==> src/rtl/seq_divider_64by32_pkg.sv <==
// Shared types and defaults for the sequential 2W/W restoring divider.
package div_pkg;
    typedef enum logic [1:0] {IDLE, CALC, DONE} div_state_t;
    localparam int DIV_W_DEFAULT = 32;
endpackage

==> src/rtl/seq_divider_64by32_if.sv <==
// Operand/result handshake bundle for the divider; master drives operands, slave is the divider.
interface seq_divider_64by32_if
    import div_pkg::*;
#(
    parameter int W = DIV_W_DEFAULT
);
    logic           in_valid;
    logic           in_ready;
    logic [2*W-1:0] dividend;
    logic [W-1:0]   divisor;
    logic           out_valid;
    logic           out_ready;
    logic [W-1:0]   quotient;
    logic [W-1:0]   remainder;
    logic           div_by_zero;
    logic           overflow;

    modport master (
        output in_valid, dividend, divisor, out_ready,
        input  in_ready, out_valid, quotient, remainder, div_by_zero, overflow
    );

    modport slave (
        input  in_valid, dividend, divisor, out_ready,
        output in_ready, out_valid, quotient, remainder, div_by_zero, overflow
    );
endinterface

==> src/rtl/seq_divider_64by32_step.sv <==
// One combinational restoring-division iteration: shift in the next quotient bit, trial-subtract D.
module div_step
    import div_pkg::*;
#(
    parameter int W = DIV_W_DEFAULT
) (
    input  logic [W-1:0] i_r,
    input  logic [W-1:0] i_q,
    input  logic [W-1:0] i_d,
    output logic [W-1:0] o_r_next,
    output logic [W-1:0] o_q_next
);
    logic [W:0]   w_s;
    logic [W+1:0] w_t;
    logic         w_borrow;

    assign w_s = {i_r, i_q[W-1]};
    assign w_t = {1'b0, w_s} - {2'b00, i_d};
    // A successful subtract leaves T < D < 2^W, so any set bit in the top two means borrow.
    assign w_borrow = |w_t[W+1:W];

    assign o_r_next = w_borrow ? w_s[W-1:0] : w_t[W-1:0];
    assign o_q_next = {i_q[W-2:0], ~w_borrow};
endmodule

==> src/rtl/seq_divider_64by32.sv <==
// Iterative radix-2 restoring divider, 2W-bit dividend by W-bit divisor, one operation in flight.
module seq_divider_64by32
    import div_pkg::*;
#(
    parameter int W = DIV_W_DEFAULT
) (
    input  logic                   clk,
    input  logic                   rst_n,
    seq_divider_64by32_if.slave    bus
);
    localparam int             CW   = $clog2(W);
    localparam logic [CW-1:0]  LAST = CW'(W - 1);

    div_state_t    r_state, w_state;
    // Partial remainder is conceptually W+1 bits, but its top bit is always zero since R < D.
    logic [W-1:0]  r_rem,  w_rem;
    logic [W-1:0]  r_q,    w_q;
    logic [W-1:0]  r_d,    w_d;
    logic [CW-1:0] r_cnt,  w_cnt;
    logic [W-1:0]  r_quot, w_quot;
    logic [W-1:0]  r_remo, w_remo;
    logic          r_dbz,  w_dbz;
    logic          r_ovf,  w_ovf;

    logic [W-1:0]  w_step_r;
    logic [W-1:0]  w_step_q;

    div_step #(.W(W)) u_step (
        .i_r      (r_rem),
        .i_q      (r_q),
        .i_d      (r_d),
        .o_r_next (w_step_r),
        .o_q_next (w_step_q)
    );

    always_ff @(posedge clk or negedge rst_n) begin
        if (!rst_n) begin
            r_state <= IDLE;
            r_rem   <= '0;
            r_q     <= '0;
            r_d     <= '0;
            r_cnt   <= '0;
            r_quot  <= '0;
            r_remo  <= '0;
            r_dbz   <= 1'b0;
            r_ovf   <= 1'b0;
        end else begin
            r_state <= w_state;
            r_rem   <= w_rem;
            r_q     <= w_q;
            r_d     <= w_d;
            r_cnt   <= w_cnt;
            r_quot  <= w_quot;
            r_remo  <= w_remo;
            r_dbz   <= w_dbz;
            r_ovf   <= w_ovf;
        end
    end

    always_comb begin
        w_state = r_state;
        w_rem   = r_rem;
        w_q     = r_q;
        w_d     = r_d;
        w_cnt   = r_cnt;
        w_quot  = r_quot;
        w_remo  = r_remo;
        w_dbz   = r_dbz;
        w_ovf   = r_ovf;
        case (r_state)
            IDLE: begin
                if (bus.in_valid) begin
                    if (bus.divisor == '0) begin
                        w_dbz   = 1'b1;
                        w_ovf   = 1'b0;
                        w_quot  = '1;
                        w_remo  = bus.dividend[W-1:0];
                        w_state = DONE;
                    end else if (bus.dividend[2*W-1:W] >= bus.divisor) begin
                        // Quotient would need more than W bits.
                        w_dbz   = 1'b0;
                        w_ovf   = 1'b1;
                        w_quot  = '1;
                        w_remo  = '0;
                        w_state = DONE;
                    end else begin
                        w_rem   = bus.dividend[2*W-1:W];
                        w_q     = bus.dividend[W-1:0];
                        w_d     = bus.divisor;
                        w_cnt   = '0;
                        w_state = CALC;
                    end
                end
            end
            CALC: begin
                w_rem = w_step_r;
                w_q   = w_step_q;
                w_cnt = r_cnt + CW'(1);
                if (r_cnt == LAST) begin
                    w_quot  = w_step_q;
                    w_remo  = w_step_r;
                    w_dbz   = 1'b0;
                    w_ovf   = 1'b0;
                    w_state = DONE;
                end
            end
            DONE: begin
                if (bus.out_ready) w_state = IDLE;
            end
            default: w_state = IDLE;
        endcase
    end

    assign bus.in_ready    = (r_state == IDLE);
    assign bus.out_valid   = (r_state == DONE);
    assign bus.quotient    = r_quot;
    assign bus.remainder   = r_remo;
    assign bus.div_by_zero = r_dbz;
    assign bus.overflow    = r_ovf;
endmodule
==> src/flat_wrapper.sv <==
// flat-port wrapper written by rule: the top's interface ports become plain ports
module seq_divider_64by32_flat import div_pkg::*;
#(
    parameter int W = DIV_W_DEFAULT
)
  (clk, rst_n, bus_in_valid, bus_dividend, bus_divisor, bus_out_ready, bus_in_ready, bus_out_valid, bus_quotient, bus_remainder, bus_div_by_zero, bus_overflow);
  seq_divider_64by32_if #(.W(W)) bus_i ();
  input  logic clk;
  input  logic rst_n;
  input wire logic [$bits(bus_i.in_valid)-1:0] bus_in_valid;
  input wire logic [$bits(bus_i.dividend)-1:0] bus_dividend;
  input wire logic [$bits(bus_i.divisor)-1:0] bus_divisor;
  input wire logic [$bits(bus_i.out_ready)-1:0] bus_out_ready;
  output wire logic [$bits(bus_i.in_ready)-1:0] bus_in_ready;
  output wire logic [$bits(bus_i.out_valid)-1:0] bus_out_valid;
  output wire logic [$bits(bus_i.quotient)-1:0] bus_quotient;
  output wire logic [$bits(bus_i.remainder)-1:0] bus_remainder;
  output wire logic [$bits(bus_i.div_by_zero)-1:0] bus_div_by_zero;
  output wire logic [$bits(bus_i.overflow)-1:0] bus_overflow;
  assign bus_i.in_valid = bus_in_valid;
  assign bus_i.dividend = bus_dividend;
  assign bus_i.divisor = bus_divisor;
  assign bus_i.out_ready = bus_out_ready;
  assign bus_in_ready = bus_i.in_ready;
  assign bus_out_valid = bus_i.out_valid;
  assign bus_quotient = bus_i.quotient;
  assign bus_remainder = bus_i.remainder;
  assign bus_div_by_zero = bus_i.div_by_zero;
  assign bus_overflow = bus_i.overflow;
  seq_divider_64by32 #(.W(W)) u_core (.clk(clk), .rst_n(rst_n), .bus(bus_i));
endmodule
==> config.mk <==
export PLATFORM = sky130hd
export DESIGN_NAME = seq_divider_64by32_flat
export DESIGN_NICKNAME = d
export VERILOG_FILES = /design/src/rtl/seq_divider_64by32_pkg.sv /design/src/rtl/seq_divider_64by32_if.sv /design/src/rtl/seq_divider_64by32_step.sv /design/src/rtl/seq_divider_64by32.sv /design/src/flat_wrapper.sv
export SDC_FILE = /design/constraint.sdc
export NUM_CORES = 1
export LEC_CHECK = 0
export ABC_AREA = 1
export BUFFER_PORTS_ARGS = -buffer_cell sky130_fd_sc_hd__buf_4
export CELL_PAD_IN_SITES_DETAIL_PLACEMENT = 0
export CELL_PAD_IN_SITES_GLOBAL_PLACEMENT = 2
export CORE_ASPECT_RATIO = 1.5
export CORE_MARGIN = 4
export CORE_UTILIZATION = 35
export CTS_CLUSTER_SIZE = 20
export DETAILED_ROUTE_END_ITERATION = 10
export GPL_TIMING_DRIVEN = 0
export HOLD_SLACK_MARGIN = 0.05
export PLACE_DENSITY = 0.84
export SYNTH_ARGS = -nofsm -noshare
export SYNTH_HDL_FRONTEND = slang
export SYNTH_SLANG_ARGS = --single-unit
==> constraint.sdc <==
create_clock -name clk -period 4.7 [get_ports clk]
set_clock_uncertainty 0.15 [all_clocks]
set_input_delay 0.235 -clock clk [delete_from_list [all_inputs] [get_ports clk]]
set_output_delay 0.235 -clock clk [all_outputs]
set_load 0.01 [all_outputs]
# ---- After elaboration in Yosys (flattened, before gate mapping)
# Cells that the tools add are included.
dict set report totals {
  reg_bits 169
  out_inout_bits 68
  elab_cells 70
}
dict set report classes {
  n_addsub 2
  magnitude_cmp 1
  bitwise_logic 3
  n_eq_ne 9
  mux 38
  reduce_logical 8
}
# cell count
set ops {}
lappend ops {{two-way mux 32 bit} 15}
lappend ops {{case mux 32 bit (2 select lines)} 4}
lappend ops {{subtractor 33 x 32 -> 34 bit} 1}
lappend ops {{greater-or-equal comparator 32 bit} 1}
lappend ops {{zero test 32 bit} 1}
lappend ops {{two-way mux 5 bit} 3}
lappend ops {{AND reduction 4 bit} 3}
lappend ops {{two-way mux 2 bit} 5}
lappend ops {{case mux 5 bit (2 select lines)} 1}
lappend ops {{!= test 2 bit, second input constant} 4}
lappend ops {{two-way mux 1 bit} 7}
lappend ops {{case mux 2 bit (3 select lines)} 1}
lappend ops {{adder 5 x 1 -> 5 bit, second input constant} 1}
lappend ops {{== test 5 bit, second input constant} 1}
lappend ops {{case mux 1 bit (2 select lines)} 2}
lappend ops {{!= test 3 x 1 -> 1 bit, second input constant} 1}
lappend ops {{NOT 1 bit} 3}
lappend ops {{AND reduction 3 bit} 1}
lappend ops {{== test 2 x 1 -> 1 bit, second input constant} 1}
lappend ops {{== test 2 bit, second input constant} 1}
lappend ops {{zero test 2 bit} 1}
lappend ops {{!= test 2 x 1 -> 1 bit, second input constant} 1}
lappend ops {{nonzero test 2 bit} 1}
lappend ops {{OR reduction 2 bit} 1}

# ---- Logic depth before layout (Yosys ltp)
# Gate-level depths: netlist (run 1).
dict set report logic_depth {
  word_depth 5
  depth_mapped 21
  ltp_nobuf 20
}

# ---- Hierarchy
# A second synthesis (run 1) with hierarchy kept.
dict set report hier_totals {
  hier_cells 1887
  area_unflattened_um2 12194.2
}
# mod cells_each seq_area_each_um2 instances area_each_um2
set by_module_without_submodules {}
lappend by_module_without_submodules {seq_divider_64by32 1174 4229.1 1 8779.7}
lappend by_module_without_submodules {div_step 713 0.0 1 3414.5}

# ---- Least setup slack after synthesis (run 1)
# Ideal clock, no wire load.
dict set report synth_timing {
  kind {reg-to-reg}
  start {register u_core.r_q[31]}
  end {register u_core.r_rem[18]}
  period_less_slack_ns 2.411
  setup_ns 0.125
  n_path_buf 1
  path_slack_ns 2.289
  arrival_ns 2.136
  required_time_ns 4.425
  stages_incl_launch_ff 20
  cell_sequence {dfrtp_1 -> inv_1 -> ha_1 -> inv_1 -> fa_1 -> nand2_1 -> nand2_1 -> nand3b_1 -> nand2_2 -> nand2_1 -> nand2_2 -> nand2_1 -> nand3_1 -> nand2_2 -> nand2_4 -> inv_4 -> buf_6 -> nand2_1 -> nand3_1 -> nand3_1}
}
dict set report synth_via {
  elab_chain_cells 4
}
# element line
set synth_lines {}
lappend synth_lines {{from (decl)} seq_divider_64by32.sv:17} ;# logic [W-1:0] r_q, w_q;
lappend synth_lines {{from (signal assigned)} seq_divider_64by32.sv:50} ;# r_q <= w_q;
lappend synth_lines {{subtractor 33 x 32 -> 34 bit *} seq_divider_64by32_step.sv:18} ;# assign w_t = {1'b0, w_s} - {2'b00, i_d};
lappend synth_lines {{OR reduction 2 bit} seq_divider_64by32_step.sv:20} ;# assign w_borrow = |w_t[W+1:W];
lappend synth_lines {{two-way mux 32 bit *} seq_divider_64by32_step.sv:22} ;# assign o_r_next = w_borrow ? w_s[W-1:0] : w_t[W-1:0];
lappend synth_lines {{case mux 32 bit (2 select lines) *} seq_divider_64by32.sv:70} ;# case (r_state)
lappend synth_lines {{to (signal assigned)} seq_divider_64by32.sv:49} ;# r_rem <= w_rem;
lappend synth_lines {{to (decl)} seq_divider_64by32.sv:16} ;# logic [W-1:0] r_rem, w_rem;
# Mark *: on every way between the ends. The rest lies on a longest branch, timed or not.
# A chain may end at the register's enable or synchronous reset.

# ---- Final worst setup path (run 1)
dict set report layout_timing {
  start {input bus_dividend[51]}
  end {register u_core.r_d[3]}
}
dict set report layout_via {
  elab_chain_cells 3
}
# element line
set layout_lines {}
lappend layout_lines {{from (decl)} flat_wrapper.sv:11} ;# input wire logic [$bits(bus_i.dividend)-1:0] bus_dividend;
lappend layout_lines {{greater-or-equal comparator 32 bit} seq_divider_64by32.sv:79} ;# end else if (bus.dividend[2*W-1:W] >= bus.divisor) begin
lappend layout_lines {{NOT 1 bit (no line)} -}
lappend layout_lines {{AND reduction 4 bit (no line)} -}
lappend layout_lines {{to (signal assigned)} seq_divider_64by32.sv:51} ;# r_d <= w_d;
lappend layout_lines {{to (decl)} seq_divider_64by32.sv:18} ;# logic [W-1:0] r_d, w_d;
# Every way passes these cells.

==> summary.txt, run 1 <==
Layout
  • Final Non-Filler Cells: around 2300
  • Antenna Cells: 0
  • Layout cells sized above 1: 0.140
  • Nets: 2082
  • Synth-to-Final Area Change: 30.2%
  • Fillers: 3327

Die
  • Row count: 80
  • Die ar.: around 35000 sq um
  • Die width: approximately 150 microns
  • CORE AREA: about 32000 sq um
  • Die Ht: 227 microns
  • Initial cell density of the core: 0.354
  • Top-Level Pins: 168

Placed design
  • Cell count after placement: roughly 2200
  • GP Congestion: 0.889
  • I/O Buffers: roughly 170
  • HPWL Detailed: around 36 mm

GRT
  • Largest net degree at the start of global routing: ~120
  • Initial antenna violation count: 0
  • Vias in the first global route: 11500
  • GRT overflow: 0
  • First-pass GRT wire length: 66.2 mm
  • Aggregate global-route resource usage: 0.249

Power and ir drop
  • Switch share: 0.517
  • Leak: approximately 7.7 nW
  • Clk network pwr share: 0.143
  • Internal Dissipation: a little over 5 mW
  • Worst vdd ir: around 350 uV
  • Power, Total: around 11 mW
  • Sw Pwr: approximately 5.5 mW
  • Gate power share: 0.627
  • Cell Pwr Density: 723 nW/um^2
  • Sequential share of power: 0.230

Clock network
  • Longest Clk Path Bufs: 2
  • Post-CTS Resized: 0
  • Clock-pin slew on the worst setup and hold paths: roughly 0.07 ns
  • Clock sinks: 169
  • CTS hold repair buffers: between 90 and 100
  • CTS root buf: clkbuf_16
  • Htree depth: 4
  • CTS tree: yes
  • Post-CTS setup buffers: 0
  • Worst skew pair latency: 0.45 ns
  • Total CTS buffers: 17

Setup path
  • R2r setup slk: between 1 and 1.5 ns
  • FF-to-FF Start: u_core.r_q[31]
  • Critical Path End Type: flip-flop
  • CP max FO: 10
  • CP Data Required Time: 4.85 ns
  • Slowest Stage Delay on Critical Path: 0.55 ns
  • R2R cell count: 20
  • Startpoint types: input port
  • Slowest cell on the critical path: dlygate4sd3_1
  • End of the worst register-to-register path: u_core.bus.remainder[12]
  • Worst setup path category: input port to flip-flop
  • CP arrival: around 3.4 ns
  • CP Cell Sequence: dlygate4sd3_1 -> buf_4 -> ha_1 -> a21o_1 -> o21ai_0 -> a21oi_1 -> nor2_1 -> nand3_1 -> nor2_2 -> clkbuf_1 -> o21ai_0
  • Crit path top cell by count: o21ai_0

Synth
  • Yosys top cell by area: dfrtp_1
  • Post-synth top cells: nand2_1 (533), inv_1 (245), dfrtp_1 (169)
  • Seq/Total Area, Yosys: 0.376
  • Synthesized net count: 1797
  • EDFF count, synth: 0
  • Most frequent cell after synthesis: nand2_1
  • Yosys warns: 0
  • Share of the synthesized area in the top cell type: 0.376
  • Syn Area/Cell: ~7 sq um
  • Mapped Area: between 10000 and 15000 sq um
  • Most used DFF post-synth: dfrtp_1
  • Cell count after synthesis: about 1600
  • Number of synthesized register bits: about 170
  • Ys async rst share: 1.00
  • Synth top area cells: dfrtp_1 (38%), nand2_1 (18%), inv_1 (8.2%), ha_1 (7.3%), nand3_1 (4.9%)
  • Yosys cell types: 40

Routing
  • DR WL/cell: 18.6 microns
  • Drt initial violations: a little over 600
  • Vias: 11400
  • Antenna viol nets, final: 0
  • Drc violations: 0
  • DRT Pass-1 Iters: 5
  • DRT Wirelength: between 40 and 50 mm
  • Routed vias/inst: approximately 4.9

Timing
  • Max transition margin: 0.488
  • FMAX: 0.306 GHz
  • Final Setup Violations: 0
  • Slew Viols, Final: 0
  • Fin crit period: roughly 3.3 ns
  • Final period util: 0.695
  • RSZ-0062 raised after global routing: no
  • Final Hold Fails: 0
  • Slew @ Worst Pin: between 0.7 and 0.8 ns
  • Setup_tns: 0 ns

Min path
  • Min-delay worst type: input port to async pin

Status
  • Status: finished, final reports clean

Flow run
  • Max_cap viols: 0
final cells by class:
cell class / instances / area [sq um] / area share
buffer: 64 / 352 / 0.0240
clock buffer: 17 / 425 / 0.0291
clock inverter: 14 / 184 / 0.0126
inverter: 251 / 945 / 0.0646
multi-input combinational: 1146 / 5710 / 0.390
sequential: 169 / 4230 / 0.289
tap: 410 / 513 / 0.0351
timing repair buffer: 266 / 2270 / 0.155
registers in the layout, indices dropped and copies added (netlist names):
| name | cells |
|---|---|
| u_core.r_d | 32 |
| u_core.bus.overflow | 1 |
| u_core.bus.remainder | 32 |
| u_core.bus.div_by_zero | 1 |
| u_core.r_q | 32 |
| u_core.r_rem | 32 |
| u_core.r_state | 2 |
| u_core.r_cnt | 5 |
| u_core.bus.quotient | 32 |
power by group through the flow:
stage	Clock, mW	Combinational, mW	Sequential, mW
after floorplan	0	4.24	2.44
after global placement	0	6.56	2.44
after detailed placement	0	6.60	2.46
after CTS	1.54	6.70	2.43
after global routing	1.59	7.44	2.51
final	1.51	6.64	2.44
stage by stage:
stage / hold WS, ns / area, sq um / setup WS, ns / utilization
2_1_floorplan: -0.211 / 11200 / 2.29 / -
3_3_place_gp: 0.305 / 13000 / 1.46 / 0.410
3_5_place_dp: 0.0445 / 13000 / 1.46 / 0.411
4_1_cts: 0.164 / 14600 / 1.38 / 0.461
5_1_grt: 0.191 / 14600 / 1.24 / 0.461
6_report: 0.141 / 14600 / 1.44 / 0.461
cell usage in the layout (no fill, tap or decap), types with 33 or more instances in the layout:
master         synthesis  routed
a21oi_1               48      48
buf_4                 14     180
dfrtp_1              169     169
dlygate4sd3_1          0      98
ha_1                  66      66
inv_1                245     245
nand2_1              533     533
nand3_1              111     111
nand4_1               35      35
nor2_1               129     129
o211ai_1              33      33
o21ai_0               76      76
critical path, delay by kind of cell:
kind	cells	cell delay (ns)
AOI/OAI and AO/OA	4	0.77
buffers and inverters	3	1.27
and+or+nand+nor	3	0.84
adders and majority gates	1	0.29
cells by family (layout without fill, tap and decap cells):
family	Yosys count	count (layout)	synth area share
compound gates	219	219	0.112
xor+xnor	6	6	0.00468
fa+ha+maj	67	67	0.0753
buf+inv	315	612	0.115
flops	169	169	0.376
simple gates	854	854	0.317
routing by layer:
layer  wire length, microns  track usage
met5                      0            0
met4                   2010        0.115
met3                   1450       0.0291
met2                  23000        0.470
met1                  17000        0.277
worst max path at each step:
stage                      from                  endpoint  slack (ns)
6_report       bus_dividend[51]             u_core.r_d[3]        1.44
5_1_grt          u_core.r_q[31]  u_core.bus.remainder[12]        1.24
4_1_cts         bus_divisor[17]  u_core.bus.remainder[11]        1.38
3_5_place_dp     u_core.r_q[31]  u_core.bus.remainder[12]        1.46
3_3_place_gp     u_core.r_q[31]  u_core.bus.remainder[12]        1.46
2_1_floorplan    u_core.r_q[31]          u_core.r_rem[18]        2.29
(Power assumes the default switching activity.)
==> run 2: changes to the inputs <==
--- a/config.mk
+++ b/config.mk
@@ -5,18 +5,18 @@
 export SDC_FILE = /design/constraint.sdc
 export NUM_CORES = 1
 export LEC_CHECK = 0
-export ABC_AREA = 1
+export ABC_AREA = 0
 export BUFFER_PORTS_ARGS = -buffer_cell sky130_fd_sc_hd__buf_4
 export CELL_PAD_IN_SITES_DETAIL_PLACEMENT = 0
 export CELL_PAD_IN_SITES_GLOBAL_PLACEMENT = 2
 export CORE_ASPECT_RATIO = 1.5
 export CORE_MARGIN = 4
-export CORE_UTILIZATION = 35
+export CORE_UTILIZATION = 32
 export CTS_CLUSTER_SIZE = 20
 export DETAILED_ROUTE_END_ITERATION = 10
 export GPL_TIMING_DRIVEN = 0
 export HOLD_SLACK_MARGIN = 0.05
-export PLACE_DENSITY = 0.84
+export PLACE_DENSITY = 0.74
 export SYNTH_ARGS = -nofsm -noshare
 export SYNTH_HDL_FRONTEND = slang
 export SYNTH_SLANG_ARGS = --single-unit
==> constraint.sdc (replaced) <==
create_clock -name clk -period 2.7 [get_ports clk]
set_clock_uncertainty 0.15 [all_clocks]
set_input_delay 0.135 -clock clk [delete_from_list [all_inputs] [get_ports clk]]
set_output_delay 0.135 -clock clk [all_outputs]
set_load 0.01 [all_outputs]
==> summary.txt, run 2 <==
Status
  • Failing checks: setup timing
  • Status: finished with violations

Placed design
  • HPWL Detailed: ~29 mm
  • GP Congestion: ~0.84
  • Cell count after placement: ~1700
  • I/O Buffers: roughly 170
  • DP Worst Slack: -1.87 ns

Timing
  • Max transition margin: 0.304
  • Final Hold Fails: 0
  • FMAX: between 0.2 and 0.3 GHz
  • Final Setup Violations: 66
  • Slew @ Worst Pin: 1.04 ns
  • Hold slack: about 0.092 ns
  • Final period util: 1.27
  • Slew Viols, Final: 0
  • RSZ-0062 raised after global routing: yes
  • Setup ws final: -0.729 ns
  • Fin crit period: between 3 and 4 ns

Power and ir drop
  • Gate power share: 0.642
  • Clk network pwr share: 0.133
  • Sequential share of power: 0.225
  • Cell Pwr Density: 1330 nW/um^2
  • Switch share: 0.467
  • Worst vdd ir: 641 uV
  • Leak: around 6.6 nW
  • Sw Pwr: 9.07 mW
  • Power, Total: slightly below 20 mW
  • Internal Dissipation: between 10 and 15 mW

Setup path
  • Startpoint types: flip-flop
  • CP arrival: between 3 and 4 ns
  • Last element of the critical path: u_core.bus.remainder[24]
  • CP Cell Sequence: inv_1 -> ha_2 -> inv_2 -> fa_2 -> a211oi_4 -> o211ai_2 -> nand2_1 -> a211oi_2 -> a211oi_2 -> mux2_4 -> buf_12 -> buf_12 -> o41a_1 -> o21ai_1
  • End of the worst register-to-register path: u_core.bus.remainder[24]
  • Slowest cell on the critical path: o41a_1
  • Family with the most delay on the worst path: compound AO/OA/AOI/OAI gates
  • Slowest Stage Delay on Critical Path: 0.48 ns
  • R2r setup slk: -0.73 ns
  • CP Data Required Time: a little under 3 ns
  • Worst setup path start: u_core.r_q[31]
  • CP max FO: 9
  • Critical Path End Type: flip-flop
  • R2R cell count: 14
  • FF-to-FF Start: u_core.r_q[31]
  • Worst setup path category: flip-flop to flip-flop
  • CP Buf/Inv Count: 4
  • Worst path depth: 14

Routing
  • DRT Pass-1 Iters: 5
  • Vias: roughly 9500
  • Drt initial violations: 450
  • Drc violations: 0
  • Antenna viol nets, final: 0
  • Routed vias/inst: approximately 5.2
  • DRT Wirelength: about 38 mm
  • DR WL/cell: between 20 and 25 microns

Synth
  • Synthesized net count: ~1300
  • Most frequent cell after synthesis: dfrtp_1
  • Number of synthesized register bits: 169
  • Yosys warns: 0
  • Syn Area/Cell: 9.27 sq um
  • Most used DFF post-synth: dfrtp_1
  • Ys async rst share: 1.00
  • Post-synth top cells: dfrtp_1 (169), a21oi_1 (139), nor2_1 (105)
  • EDFF count, synth: 0
  • Yosys cell types: 57
  • Mapped Area: 10100 sq um
  • Seq/Total Area, Yosys: 0.420
  • Yosys top cell by area: dfrtp_1
  • Cell count after synthesis: 1086
  • Share of the synthesized area in the top cell type: 0.420
  • Synth top area cells: dfrtp_1 (42%), mux2i_1 (10%), ha_1 (8.2%), a21oi_1 (6.9%), nor2_1 (3.9%)

Layout
  • Reg area: roughly 4200 sq um
  • Area of the multi-input gates: between 6000 and 7000 sq um
  • Layout cells sized above 1: 0.251
  • Fillers: between 3000 and 4000
  • Final core occ: 0.470
  • Nets: ~1600
  • Antenna Cells: 0
  • Synth-to-Final Area Change: 44.8%
  • Most frequent cells in the layout: buf_4 (186), dfrtp_1 (169), a21oi_1 (117)
  • Final Non-Filler Cells: ~1800
  • Commonest non-fill, non-tap cell in the layout: buf_4

GRT
  • Largest net degree at the start of global routing: between 100 and 150
  • GRT overflow: 0
  • Aggregate global-route resource usage: 0.217
  • Initial antenna violation count: 0
  • Vias in the first global route: ~9800
  • First-pass GRT wire length: roughly 58 mm

Clock network
  • Clock-pin slew on the worst setup and hold paths: ~0.070 ns
  • Clock sinks: between 150 and 200
  • CTS tree: yes
  • CTS root buf: clkbuf_16
  • Htree depth: 4
  • Longest Clk Path Bufs: 2
  • Total CTS buffers: 17
  • Worst skew pair latency: approximately 0.45 ns

Die
  • Initial cell density of the core: 0.324
  • Die Ht: 225 microns
  • Row count: a little under 80
  • CORE AREA: 31000 sq um
  • Die ar.: approximately 34000 sq um
  • Die width: approximately 150 microns
  • Top-Level Pins: around 170

Min path
  • Min-delay worst type: input port to async pin

Flow run
  • Max_cap viols: 0
run 2: worst min-delay path by stage:
| stage | startpoint | endpoint | slack (ns) | cells after the start |
|---|---|---|---|---|
| 2_1_floorplan | rst_n | u_core.bus.div_by_zero | -0.31 | 0 |
| 3_3_place_gp | bus_out_ready | u_core.r_state[1] | 0.20 | 2 |
| 3_5_place_dp | rst_n | u_core.r_d[27] | -0.01 | 1 |
| 4_1_cts | rst_n | u_core.r_d[27] | 0.1 | 2 |
| 5_1_grt | rst_n | u_core.r_d[27] | 0.14 | 2 |
| 6_report | rst_n | u_core.r_d[27] | 0.09 | 2 |
run 2: logic make-up (layout without fill, tap and decap cells):
kind of cell             after synthesis  after routing  synth area share
buffers and inverters                133            456            0.0529
flip-flops                           169            169             0.420
multiplexers                         106            106             0.106
XOR/XNOR                              23             23            0.0200
adder cells (fa/ha/maj)               67             67            0.0840
AND/OR/NAND/NOR                      255            255             0.111
AO/OA/AOI/OAI                        333            333             0.206
run 2: final cells by class:
type,count,area share
Multi-Input combinational cell,784,0.416
Sequential cell,169,0.290
Timing Repair Buffer,292,0.174
Tap cell,405,0.0348
Clock buffer,21,0.0316
Buffer,57,0.0237
Inverter,76,0.0199
Clock inverter,10,0.00978
run 2: through the flow:
stage / TNS [ns] / cell area [sq um]
2_1_floorplan: -17.58 / 10100
3_3_place_gp: -246.30 / 11900
3_5_place_dp: -246.33 / 11900
4_1_cts: -46.44 / 14100
5_1_grt: -47.69 / 14600
6_report: -41.82 / 14600
run 2: power by group through the flow:
stage	Combinational [mW]	Clock (mW)	Sequential [mW]
6_report	12.5	2.59	4.37
3_5_place_dp	9.59	0	4.34
3_3_place_gp	9.49	0	4.30
4_1_cts	11.2	2.64	4.35
5_1_grt	13.4	2.73	4.50
2_1_floorplan	6.34	0	4.28
run 2: what timing repair did:
item | in CTS | in global routing
setup buffers | 12 | 12
hold buffers | 98 | 0
setup endpoints to repair | 169 | 153
pin swaps | 18 | 36
hold endpoints to repair | 206 | 0
gates cloned | 0 | 2
gates resized for setup | 106 | 86
run 2: routing by layer:
metal,up-vias,share of wire,track usage
met1,4671,0.41,0.262
met2,192,0.52,0.391
met5,-,0,0
met4,0,0.028,0.0800
li1,4555,-,-
met3,56,0.032,0.0346
